--- config.mk ---
export PLATFORM = sky130hd
export DESIGN_NAME = router_pkt_fsm
export DESIGN_NICKNAME = d
export VERILOG_FILES = /design/src/rtl/router_pkg.sv /design/src/rtl/router_wait_timer.sv /design/src/rtl/router_pkt_fsm.sv
export SDC_FILE = /design/constraint.sdc
export NUM_CORES = 1
export LEC_CHECK = 0
export CELL_PAD_IN_SITES_DETAIL_PLACEMENT = 2
export CELL_PAD_IN_SITES_GLOBAL_PLACEMENT = 2
export CORE_MARGIN = 8
export CORE_UTILIZATION = 21
export CTS_CLUSTER_SIZE = 8
export DETAILED_ROUTE_END_ITERATION = 8
export PLACE_DENSITY_LB_ADDON = 0.1
export SKIP_LAST_GASP = 1
export SLEW_MARGIN = 15
export SYNTH_ARGS = -nofsm -noshare
export SYNTH_HDL_FRONTEND = slang
export SYNTH_SLANG_ARGS = --single-unit
--- constraint.sdc ---
create_clock -name clock -period 2.4 [get_ports clock]
set_input_delay 0.24 -clock clock [delete_from_list [all_inputs] [get_ports clock]]
set_output_delay 0.24 -clock clock [all_outputs]
set_load 0.01 [all_outputs]
--- src/rtl/router_pkg.sv ---
// Shared types and defaults for the 1x3 router input-side controller.
package router_pkg;

  localparam int NUM_PORTS_DEF = 3;
  localparam int ADDR_W_DEF    = 2;
  localparam int WAIT_MAX_DEF  = 30;
  localparam logic [1:0] INVALID_ADDR = 2'b11;

  typedef enum logic [2:0] {
    DECODE_ADDRESS,
    LOAD_FIRST_DATA,
    LOAD_DATA,
    LOAD_PARITY,
    FIFO_FULL_STATE,
    LOAD_AFTER_FULL,
    WAIT_TILL_EMPTY,
    CHECK_PARITY_ERROR
  } fsm_state_e;

endpackage

--- src/rtl/router_wait_timer.sv ---
// Cycle counter for the WAIT_TILL_EMPTY dwell; present only with ROUTER_PKT_FSM_TIMEOUT_EN.
// Counts while run_i is high, held at zero otherwise; tc_o flags the last allowed wait cycle.
`ifdef ROUTER_PKT_FSM_TIMEOUT_EN
module router_wait_timer #(
  parameter int WAIT_MAX = 30
) (
  input  logic clock,
  input  logic reset,
  input  logic run_i,
  output logic tc_o
);

  localparam int CW = $clog2(WAIT_MAX + 1);
  localparam logic [CW-1:0] CNT_MAX = CW'(WAIT_MAX);
  localparam logic [CW-1:0] TC_VAL  = CW'(WAIT_MAX - 1);

  logic [CW-1:0] count_q;
  logic [CW-1:0] count_d;

  always_comb begin
    count_d = '0;
    if (run_i) begin
      count_d = (count_q == CNT_MAX) ? count_q : count_q + CW'(1);
    end
  end

  always_ff @(posedge clock or posedge reset) begin
    if (reset) begin
      count_q <= '0;
    end else begin
      count_q <= count_d;
    end
  end

  // The cycle in which the count equals WAIT_MAX-1 is the WAIT_MAX-th cycle in the wait state.
  assign tc_o = run_i && (count_q == TC_VAL);

endmodule
`endif

--- src/rtl/router_pkt_fsm.sv ---
// Input-side packet controller for the 1x3 router: header decode, load-phase strobes, stalls.
// Optional wait timeout with drop pulse enabled by ROUTER_PKT_FSM_TIMEOUT_EN.
//
// state              | meaning
// DECODE_ADDRESS     | idle, waiting for a header with a valid destination
// LOAD_FIRST_DATA    | header byte written into the FIFO
// LOAD_DATA          | payload bytes streaming
// LOAD_PARITY        | parity byte written after pkt_valid fell
// FIFO_FULL_STATE    | stalled on a full destination FIFO
// LOAD_AFTER_FULL    | byte held during the stall is written
// WAIT_TILL_EMPTY    | destination FIFO still draining a previous packet
// CHECK_PARITY_ERROR | internal parity state cleared
module router_pkt_fsm
  import router_pkg::*;
#(
  parameter int NUM_PORTS = NUM_PORTS_DEF,
  parameter int ADDR_W    = ADDR_W_DEF
`ifdef ROUTER_PKT_FSM_TIMEOUT_EN
  ,
  parameter int WAIT_MAX  = WAIT_MAX_DEF
`endif
) (
  input  logic                 clock,
  input  logic                 reset,
  input  logic                 pkt_valid,
  input  logic [ADDR_W-1:0]    data_in,
  input  logic                 fifo_full,
  input  logic [NUM_PORTS-1:0] fifo_empty,
  input  logic [NUM_PORTS-1:0] soft_reset,
  input  logic                 parity_done,
  input  logic                 low_pkt_valid,
  output logic                 detect_add,
  output logic                 lfd_state,
  output logic                 ld_state,
  output logic                 laf_state,
  output logic                 full_state,
  output logic                 write_enb_reg,
  output logic                 rst_int_reg,
  output logic                 busy,
  output logic [ADDR_W-1:0]    cur_addr,
  output logic                 pkt_drop
);

  localparam int NSLOT = 2 ** ADDR_W;
  localparam logic [ADDR_W:0] NUM_PORTS_W = (ADDR_W + 1)'(NUM_PORTS);

  fsm_state_e        state_q;
  logic [ADDR_W-1:0] cur_addr_q;

  logic [NSLOT-1:0] empty_ext;
  logic [NSLOT-1:0] srst_ext;
  logic             addr_ok;
  logic             hdr_empty;
  logic             sel_empty;
  logic             sel_srst;

  // Pad the per-port flags to the full address space so unused addresses index safely.
  always_comb begin
    empty_ext = '0;
    srst_ext  = '0;
    empty_ext[NUM_PORTS-1:0] = fifo_empty;
    srst_ext[NUM_PORTS-1:0]  = soft_reset;
  end

  assign addr_ok   = {1'b0, data_in} < NUM_PORTS_W;
  assign hdr_empty = empty_ext[data_in];
  assign sel_empty = empty_ext[cur_addr_q];
  assign sel_srst  = srst_ext[cur_addr_q];

`ifdef ROUTER_PKT_FSM_TIMEOUT_EN
  logic wait_tc;
  logic pkt_drop_q;

  router_wait_timer #(
    .WAIT_MAX (WAIT_MAX)
  ) u_wait_timer (
    .clock (clock),
    .reset (reset),
    .run_i (state_q == WAIT_TILL_EMPTY),
    .tc_o  (wait_tc)
  );
`endif

  always_ff @(posedge clock or posedge reset) begin
    if (reset) begin
      state_q    <= DECODE_ADDRESS;
      cur_addr_q <= '0;
`ifdef ROUTER_PKT_FSM_TIMEOUT_EN
      pkt_drop_q <= 1'b0;
`endif
    end else begin
`ifdef ROUTER_PKT_FSM_TIMEOUT_EN
      pkt_drop_q <= 1'b0;
`endif
      // A flush of the selected FIFO abandons the packet from any active state.
      if ((state_q != DECODE_ADDRESS) && sel_srst) begin
        state_q <= DECODE_ADDRESS;
      end else begin
        case (state_q)
          DECODE_ADDRESS: begin
            if (pkt_valid && addr_ok) begin
              cur_addr_q <= data_in;
              state_q    <= hdr_empty ? LOAD_FIRST_DATA : WAIT_TILL_EMPTY;
            end
          end
          LOAD_FIRST_DATA: state_q <= LOAD_DATA;
          LOAD_DATA: begin
            if (fifo_full)       state_q <= FIFO_FULL_STATE;
            else if (!pkt_valid) state_q <= LOAD_PARITY;
          end
          FIFO_FULL_STATE: begin
            if (!fifo_full) state_q <= LOAD_AFTER_FULL;
          end
          LOAD_AFTER_FULL: begin
            if (parity_done)        state_q <= DECODE_ADDRESS;
            else if (low_pkt_valid) state_q <= LOAD_PARITY;
            else                    state_q <= LOAD_DATA;
          end
          LOAD_PARITY: state_q <= CHECK_PARITY_ERROR;
          CHECK_PARITY_ERROR: begin
            state_q <= fifo_full ? FIFO_FULL_STATE : DECODE_ADDRESS;
          end
          WAIT_TILL_EMPTY: begin
            if (sel_empty) begin
              state_q <= LOAD_FIRST_DATA;
`ifdef ROUTER_PKT_FSM_TIMEOUT_EN
            end else if (wait_tc) begin
              state_q    <= DECODE_ADDRESS;
              pkt_drop_q <= 1'b1;
`endif
            end
          end
          default: state_q <= DECODE_ADDRESS;
        endcase
      end
    end
  end

  assign detect_add    = (state_q == DECODE_ADDRESS);
  assign lfd_state     = (state_q == LOAD_FIRST_DATA);
  assign ld_state      = (state_q == LOAD_DATA);
  assign laf_state     = (state_q == LOAD_AFTER_FULL);
  assign full_state    = (state_q == FIFO_FULL_STATE);
  assign rst_int_reg   = (state_q == CHECK_PARITY_ERROR);
  assign write_enb_reg = (state_q == LOAD_DATA) || (state_q == LOAD_AFTER_FULL) ||
                         (state_q == LOAD_PARITY);
  // Only the idle and streaming phases accept new bytes from the source.
  assign busy          = !((state_q == DECODE_ADDRESS) || (state_q == LOAD_DATA));
  assign cur_addr      = cur_addr_q;

`ifdef ROUTER_PKT_FSM_TIMEOUT_EN
  assign pkt_drop = pkt_drop_q;
`else
  assign pkt_drop = 1'b0;
`endif

endmodule

**Word-level counts from Yosys, hierarchy flattened**

Index checks and enable logic that the tools add are counted.

- Register bits: 5
- Output and inout port bits: 11

- $lt $le $gt $ge: 3
- Equal/unequal tests: 11
- Muxes and demuxes: 17
- Bitwise gates (word level): 1
- Reductions and logical operators: 10

Operators with widths:

| operator | count |
|---|---|
| 3-bit 2-to-1 mux | 8 |
| 3-bit case mux with 8 select lines | 1 |
| 3-bit equality test (second input constant) | 4 |
| 1-bit binary-select mux with 2-bit select | 3 |
| 3-bit by 2-bit equality test with 1-bit output (second input constant) | 2 |
| 2-bit by 3-bit less-than comparator with 1-bit output (second input constant) | 2 |
| 1-bit 2-to-1 mux | 4 |
| 4-bit by 3-bit inequality test with 1-bit output (second input constant) | 1 |
| 4-bit AND reduction | 1 |
| 3-bit by 1-bit equality test with 1-bit output (second input constant) | 1 |
| 3-bit zero test | 1 |
| 1-bit logical OR | 3 |
| 3-bit by 1-bit inequality test with 1-bit output (second input constant) | 1 |
| 3-bit by 2-bit inequality test with 1-bit output (second input constant) | 1 |
| 3-bit inequality test (second input constant) | 1 |
| 3-bit AND reduction | 1 |
| 3-bit nonzero test | 1 |
| 1-bit logical AND | 2 |
| 2-bit less-than comparator (second input constant) | 1 |
| 2-bit 2-to-1 mux | 1 |
| 1-bit zero test | 1 |
| 1-bit inverter | 1 |

**Depth between registers and ports, before layout**

Gate-level depths: netlist of run 1.

- Depth after elaboration: 6
- Mapped depth: 5
- Mapped depth without buffers: 4

**Worst setup path before layout of run 1**

No wires, ideal clock.

- Path kind: register to register
- From: register state_q[2]
- To: register state_q[2]
- Arrival: 1.297 ns
- Required time: 2.277 ns
- Slack: 0.980 ns
- Cell stages (with the launch flop): 5
- Buffers on the path: 0
- Clock period less this slack: 1.420 ns
- Path through: dfrtp_1 nor2b_1 or2_1 or3_1 o221a_1

- Longest elaborated chain between the ends: 4

RTL lines:

| element | RTL line | source |
|---|---|---|
| start: declaration | router_pkt_fsm.sv:47 | `fsm_state_e state_q;` |
| start signal: assignment | router_pkt_fsm.sv:103 | `state_q <= hdr_empty ? LOAD_FIRST_DATA : WAIT_TILL_EMPTY;` |
| start signal: assignment | router_pkt_fsm.sv:121 | `state_q <= fifo_full ? FIFO_FULL_STATE : DECODE_ADDRESS;` |
| 3-bit nonzero test | router_pkt_fsm.sv:96 | `if ((state_q != DECODE_ADDRESS) && sel_srst) begin` |
| 1-bit logical AND | router_pkt_fsm.sv:96 |  |
| 4-bit by 3-bit inequality test with 1-bit output (no source line), or another cell as far along | -- |  |
| 4-bit AND reduction (no source line) | -- |  |

Several ways; a longest one is shown, not always the timed one.
A chain may end at the register's enable or synchronous reset.

**Worst setup path in the final report of run 1**

- From: register state_q[0]
- To: output port write_enb_reg

- Longest elaborated chain between the ends: 3

RTL lines:

| element | RTL line | source |
|---|---|---|
| 3-bit by 2-bit equality test with 1-bit output or 3-bit equality test (tied branches) | router_pkt_fsm.sv:145 | `assign write_enb_reg = (state_q == LOAD_DATA) \|\| (state_q == LOAD_AFTER_FULL) \|\|` |
| 1-bit logical OR | router_pkt_fsm.sv:145 |  |
| 1-bit logical OR * | router_pkt_fsm.sv:145 |  |
| end: declaration | router_pkt_fsm.sv:37 | `output logic write_enb_reg,` |

Mark *: on every way between the ends. The rest lies on a longest branch, timed or not.

==> results of run 1 <==
flip-flops by register name (all words and copies together) (netlist names):
register,count
cur_addr,2
state_q,3
worst min path at each step:
stage               slack, ps  depth (start not counted)          end   from
CTS                       200                          2   state_q[0]  reset
global route              210                          2   state_q[0]  reset
floorplan                  20                          1  cur_addr[0]  reset
finish                    200                          2  cur_addr[0]  reset
global placement          450                          2  cur_addr[1]  reset
detailed placement        460                          2  cur_addr[0]  reset
power groups by stage:
stage / sequential (µW) / combinational [µW] / clock [µW]
final: 238 / 532 / 96.1
after global routing: 255 / 592 / 109
after CTS: 243 / 545 / 101
after detailed placement: 243 / 542 / 0
after global placement: 241 / 537 / 0
after floorplan: 177 / 358 / 0
area by class of cell:
cell class | count | area [µm²]
multi-input cells | 48 | 327
repair buffers | 23 | 230
fillers | 275 | 1450
well taps | 28 | 35.0
inverters | 5 | 18.8
clock buffers | 4 | 26.3
flip-flops and latches | 5 | 125
metal layers:
layer | global-route usage (%) | part of all wire (%)
met1 | 11.2 | 46
met2 | 13.8 | 45
met3 | 3.26 | 5.9
met4 | 5.72 | 2.9
met5 | 0 | 0
cell usage after synthesis, drive strengths merged:
library cell  count
a22o              1
conb              1
and3              1
dfrtp             5
a31oi             1
o21ai             4
o221a             2
a21boi            1
o211ai            1
nor3              1
or2               2
and2              1
nand2             8
o311ai            1
a2111oi           1
or3               2
and3b             2
inv               5
o22a              2
buf               4
nand3b            2
nor2              4
mux2i             3
o21bai            1
nor3b             2
o221ai            1
a211oi            1
nor2b             2
cells by family after synthesis:
| logic type | share of synthesized area (%) |
|---|---|
| other cells | 0.761 |
| buf+inv | 8.38 |
| compound gates | 28.4 |
| mux | 6.09 |
| flops | 25.4 |
| simple gates | 31.0 |
worst max-delay path, stage by stage (launching register included):
cell and delay (ps):
dfrtp_1 550, nor2b_1 260, nand2_1 100, nand2_1 90, clkdlybuf4s50_1 530
through the flow:
| step | cell area, µm² | utilization [%] | setup slack [ps] | std cells |
|---|---|---|---|---|
| 3_5_place_dp | 736 | 33.3 | 446 | 109 |
| 2_1_floorplan | 493 | - | 980 | 62 |
| 3_3_place_gp | 736 | 33.3 | 569 | 109 |
| 4_1_cts | 762 | 34.4 | 333 | 113 |
| 5_1_grt | 762 | 34.4 | 230 | 113 |
| 6_report | 762 | 34.4 | 380 | 113 |
==> results.cfg, run 1 <==
[run_status]
status = finished, final reports clean

[die]
die_w_um = 64.5
rows = 17
initial_core_util_pct = 22.3
fp.dieH_um = 64.5
coreArea_um2 = 2210
top_level_ports = 25
die_area_um2 = 4150

[timing]
finalHoldViolations = 0
setup-violations-final = 0
slew_viol_final = 0
worst_pin_slew_ps = 549
period_needed_ps = 2020
skew_ps = 0.136
max_freq_ghz = 0.495
min_period_over_period_pct = 84.2
rsz0062_at_grt = no
holdWs_ps = 204
slew_headroom_pct = 63.3
tns_ps = 0

[yosys]
synthesis.nets = 76
synth_cell_type_count = 31
yosys_register_bits = 5
synth_area_um2 = 493
avgSynthCellArea_um2 = 7.95
yosysWarnings = 0
seq_area_frac_synth_pct = 25.4
syn_inst = 62
synth_top_area_cell = dfrtp_1
synth_top_area_share_pct = 25.4
yosys-top-cells-area = dfrtp_1 25%, mux2i_1 6.1%, nand2_1 6.1%, o221a_1 4.6%, inv_1 3.8%

[run]
cap_violations = 0

[clocking]
clock_latency_ps = 240
post_cts_buffers = 0
cts_sinks = 5
cts_max_path_buffers = 2
cts_buffers = 3
clk_pin_slew_worst_paths_ps = 40
hold_buffers = 0
cts-root-buf = clkbuf_4
htree_num_levels = 1
cts_resized = 0
tritoncts = built

[drt]
drt_iter0_drc = 10
drt-total-wl_um = 1780
dr.pass1.iters = 2
wire_per_inst_um = 15.8
vias = 557
routed_via_density = 4.93
drcViolationCount = 0
ant_nets = 0

[power_and_ir_drop]
combPwrFrac_pct = 61.4
seqPwrFrac_pct = 27.5
clkPwrFrac_pct = 11.1
swShare_pct = 42.9
intPower_uw = 495
power_uw = 866
leakage_uw = 0.000321
p_per_area_nw_per_um2 = 1140
ir_drop_v = 0.000390
power.switching_uw = 371

[setup_path]
crit_type = reg -> out
end_kind = output pin
reg2reg_depth = 4
startpoint_type = flop
crit_fanout = 12
worst_ep_arrival_time_ps = 1780
r2r_start = state_q[2]
startpoint = state_q[0]
reg2reg_slack_ps = 690
worstPathRequired_ps = 2160
timing.rr.end = state_q[2]
crit_path_end = write_enb_reg

[global_route]
grt_pass1_wl_um = 3080
grt_usage_pct = 9.30
grt_overflow = 0
grt_max_degree = 15
grt_pass1_vias = 637
antenna_found_initial = 0

[placed_design]
finalWeightedCongestion = 0.710
io_buffers = 23
place_hpwl_um = 1410

[worst_hold_path]
hold_class = in -> async

[layout]
final_common_cell = clkdlybuf4s50_1
final_cell_mix = 23 x clkdlybuf4s50_1, 8 x nand2_1, 5 x inv_1, 5 x dfrtp_1, 4 x nor2_1
nNetsFinal = 100
area_delta_synth_final_pct = 54.6
drive_gt1_share_pct = 7.06
diodes = 0
Power figures use the tool's default switching activity.
==> run 2: changes to the inputs <==
--- a/config.mk
+++ b/config.mk
@@ -8,7 +8,7 @@
 export CELL_PAD_IN_SITES_DETAIL_PLACEMENT = 2
 export CELL_PAD_IN_SITES_GLOBAL_PLACEMENT = 2
 export CORE_MARGIN = 8
-export CORE_UTILIZATION = 21
+export CORE_UTILIZATION = 20
 export CTS_CLUSTER_SIZE = 8
 export DETAILED_ROUTE_END_ITERATION = 8
 export PLACE_DENSITY_LB_ADDON = 0.1
==> constraint.sdc (replaced) <==
create_clock -name clock -period 2 [get_ports clock]
set_input_delay 0.2 -clock clock [delete_from_list [all_inputs] [get_ports clock]]
set_output_delay 0.2 -clock clock [all_outputs]
set_load 0.01 [all_outputs]
==> results.cfg, run 2 (same netlist as run 1, synthesis figures left out) <==
[global_route]
grt_overflow = 0
grt_pass1_wl_um = 3050
grt_max_degree = 15
grt_pass1_vias = 616
grt_usage_pct = 9.11
antenna_found_initial = 0

[setup_path]
startpoint_type = flop
worst_ep_arrival_time_ps = 1730
crit_fanout = 7
crit_type = reg -> out
end_kind = output pin
reg2reg_slack_ps = 370
r2r_start = state_q[2]
worstPathRequired_ps = 1800
timing.rr.end = state_q[2]
reg2reg_depth = 4

[drt]
vias = 557
drcViolationCount = 0
drt-total-wl_um = 1780
drt_iter0_drc = 9
routed_via_density = 4.72
ant_nets = 0
dr.pass1.iters = 3
wire_per_inst_um = 15.1

[layout]
area_delta_synth_final_pct = 60.4
drive_gt1_share_pct = 12.5
fillers = 289
regMostFlops = state_q
diodes = 0
final_common_cell = clkdlybuf4s50_1
final_cell_mix = 23 x clkdlybuf4s50_1, 8 x nand2_1, 5 x inv_1
nNetsFinal = 103
largest_reg_flops = 3

[power_and_ir_drop]
leakage_uw = 0.000335
ir_drop_v = 0.000386
p_per_area_nw_per_um2 = 1340

[die]
top_level_ports = 25
die_area_um2 = 4310
coreArea_um2 = 2410
rows = 18
fp.dieH_um = 65.6
initial_core_util_pct = 20.5
die_w_um = 65.6

[timing]
finalHoldViolations = 0
max_freq_ghz = 0.519
rsz0062_at_grt = yes
slew_headroom_pct = 63.3
skew_ps = 0.984
worst_pin_slew_ps = 549
tns_ps = 0
slew_viol_final = 0
setup-violations-final = 0
holdWs_ps = 153
min_period_over_period_pct = 96.3
period_needed_ps = 1930
setup_ws_ps = 74.2

[clocking]
cts_buffers = 3
cts_sinks = 5
clock_latency_ps = 240
hold_buffers = 0
cts_resized = 0
clk_pin_slew_worst_paths_ps = 40
cts_max_path_buffers = 2
cts-root-buf = clkbuf_4
htree_num_levels = 1
tritoncts = built
post_cts_buffers = 0

[placed_design]
post-place-ws_ps = 187
io_buffers = 23
place_hpwl_um = 1450
finalWeightedCongestion = 0.758

[run_status]
status = finished, final reports clean

[run]
cap_violations = 0

[worst_hold_path]
hold_class = in -> async
## run 2: changes by cell type in the layout (fill, tap and decap cells not counted)
cell     previous run  this run
nor2b_1             2         1
nor2b_2             0         1
buf_4               0         3
dfrtp_2             0         1
dfrtp_1             5         4
## run 2: worst max path at each step
stage	startpoint	endpoint	slack (ps)
global route	state_q[0]	full_state	-40
CTS	state_q[2]	full_state	20
global placement	pkt_valid	state_q[1]	230
finish	state_q[0]	full_state	70
floorplan	state_q[2]	state_q[2]	580
detailed placement	pkt_valid	state_q[2]	190
## run 2: critical path: stages, from the launching register on
cell and delay (ps):
dfrtp_1 440, buf_4 190, nor3b_1 260, clkdlybuf4s50_1 600
## run 2: per-stage QoR
step / std cells / area [µm²] / total power, µW / util [%]
detailed placement: 114 / 761 / 957 / 31.6
CTS: 118 / 787 / 1080 / 32.7
global route: 118 / 791 / 1170 / 32.8
global placement: 114 / 761 / 955 / 31.6
finish: 118 / 791 / 1060 / 32.8
floorplan: 62 / 493 / 642 / -
## run 2: area by class of cell
type | instances | area (µm²) | share of cell area, %
Tap cell | 30 | 37.5 | 4.75
Timing Repair Buffer | 26 | 253 | 32.0
Multi-Input combinational cell | 48 | 329 | 41.6
Clock buffer | 4 | 26.3 | 3.32
Inverter | 5 | 18.8 | 2.37
Sequential cell | 5 | 126 | 16.0
## run 2: metal layers
layer | GRT usage, % | vias up | share of wire (%)
met5 | 0 | - | 0
met4 | 5.72 | 0 | 2.5
met3 | 2.89 | 4 | 8.0
met2 | 14.5 | 22 | 44
met1 | 10.3 | 257 | 45
li1 | - | 274 | -
## run 2: power by group
part | internal (µW) | switching, µW
logic | 381 | 287
clock network | 75.4 | 40.2
registers | 154 | 122
total | 611 | 449
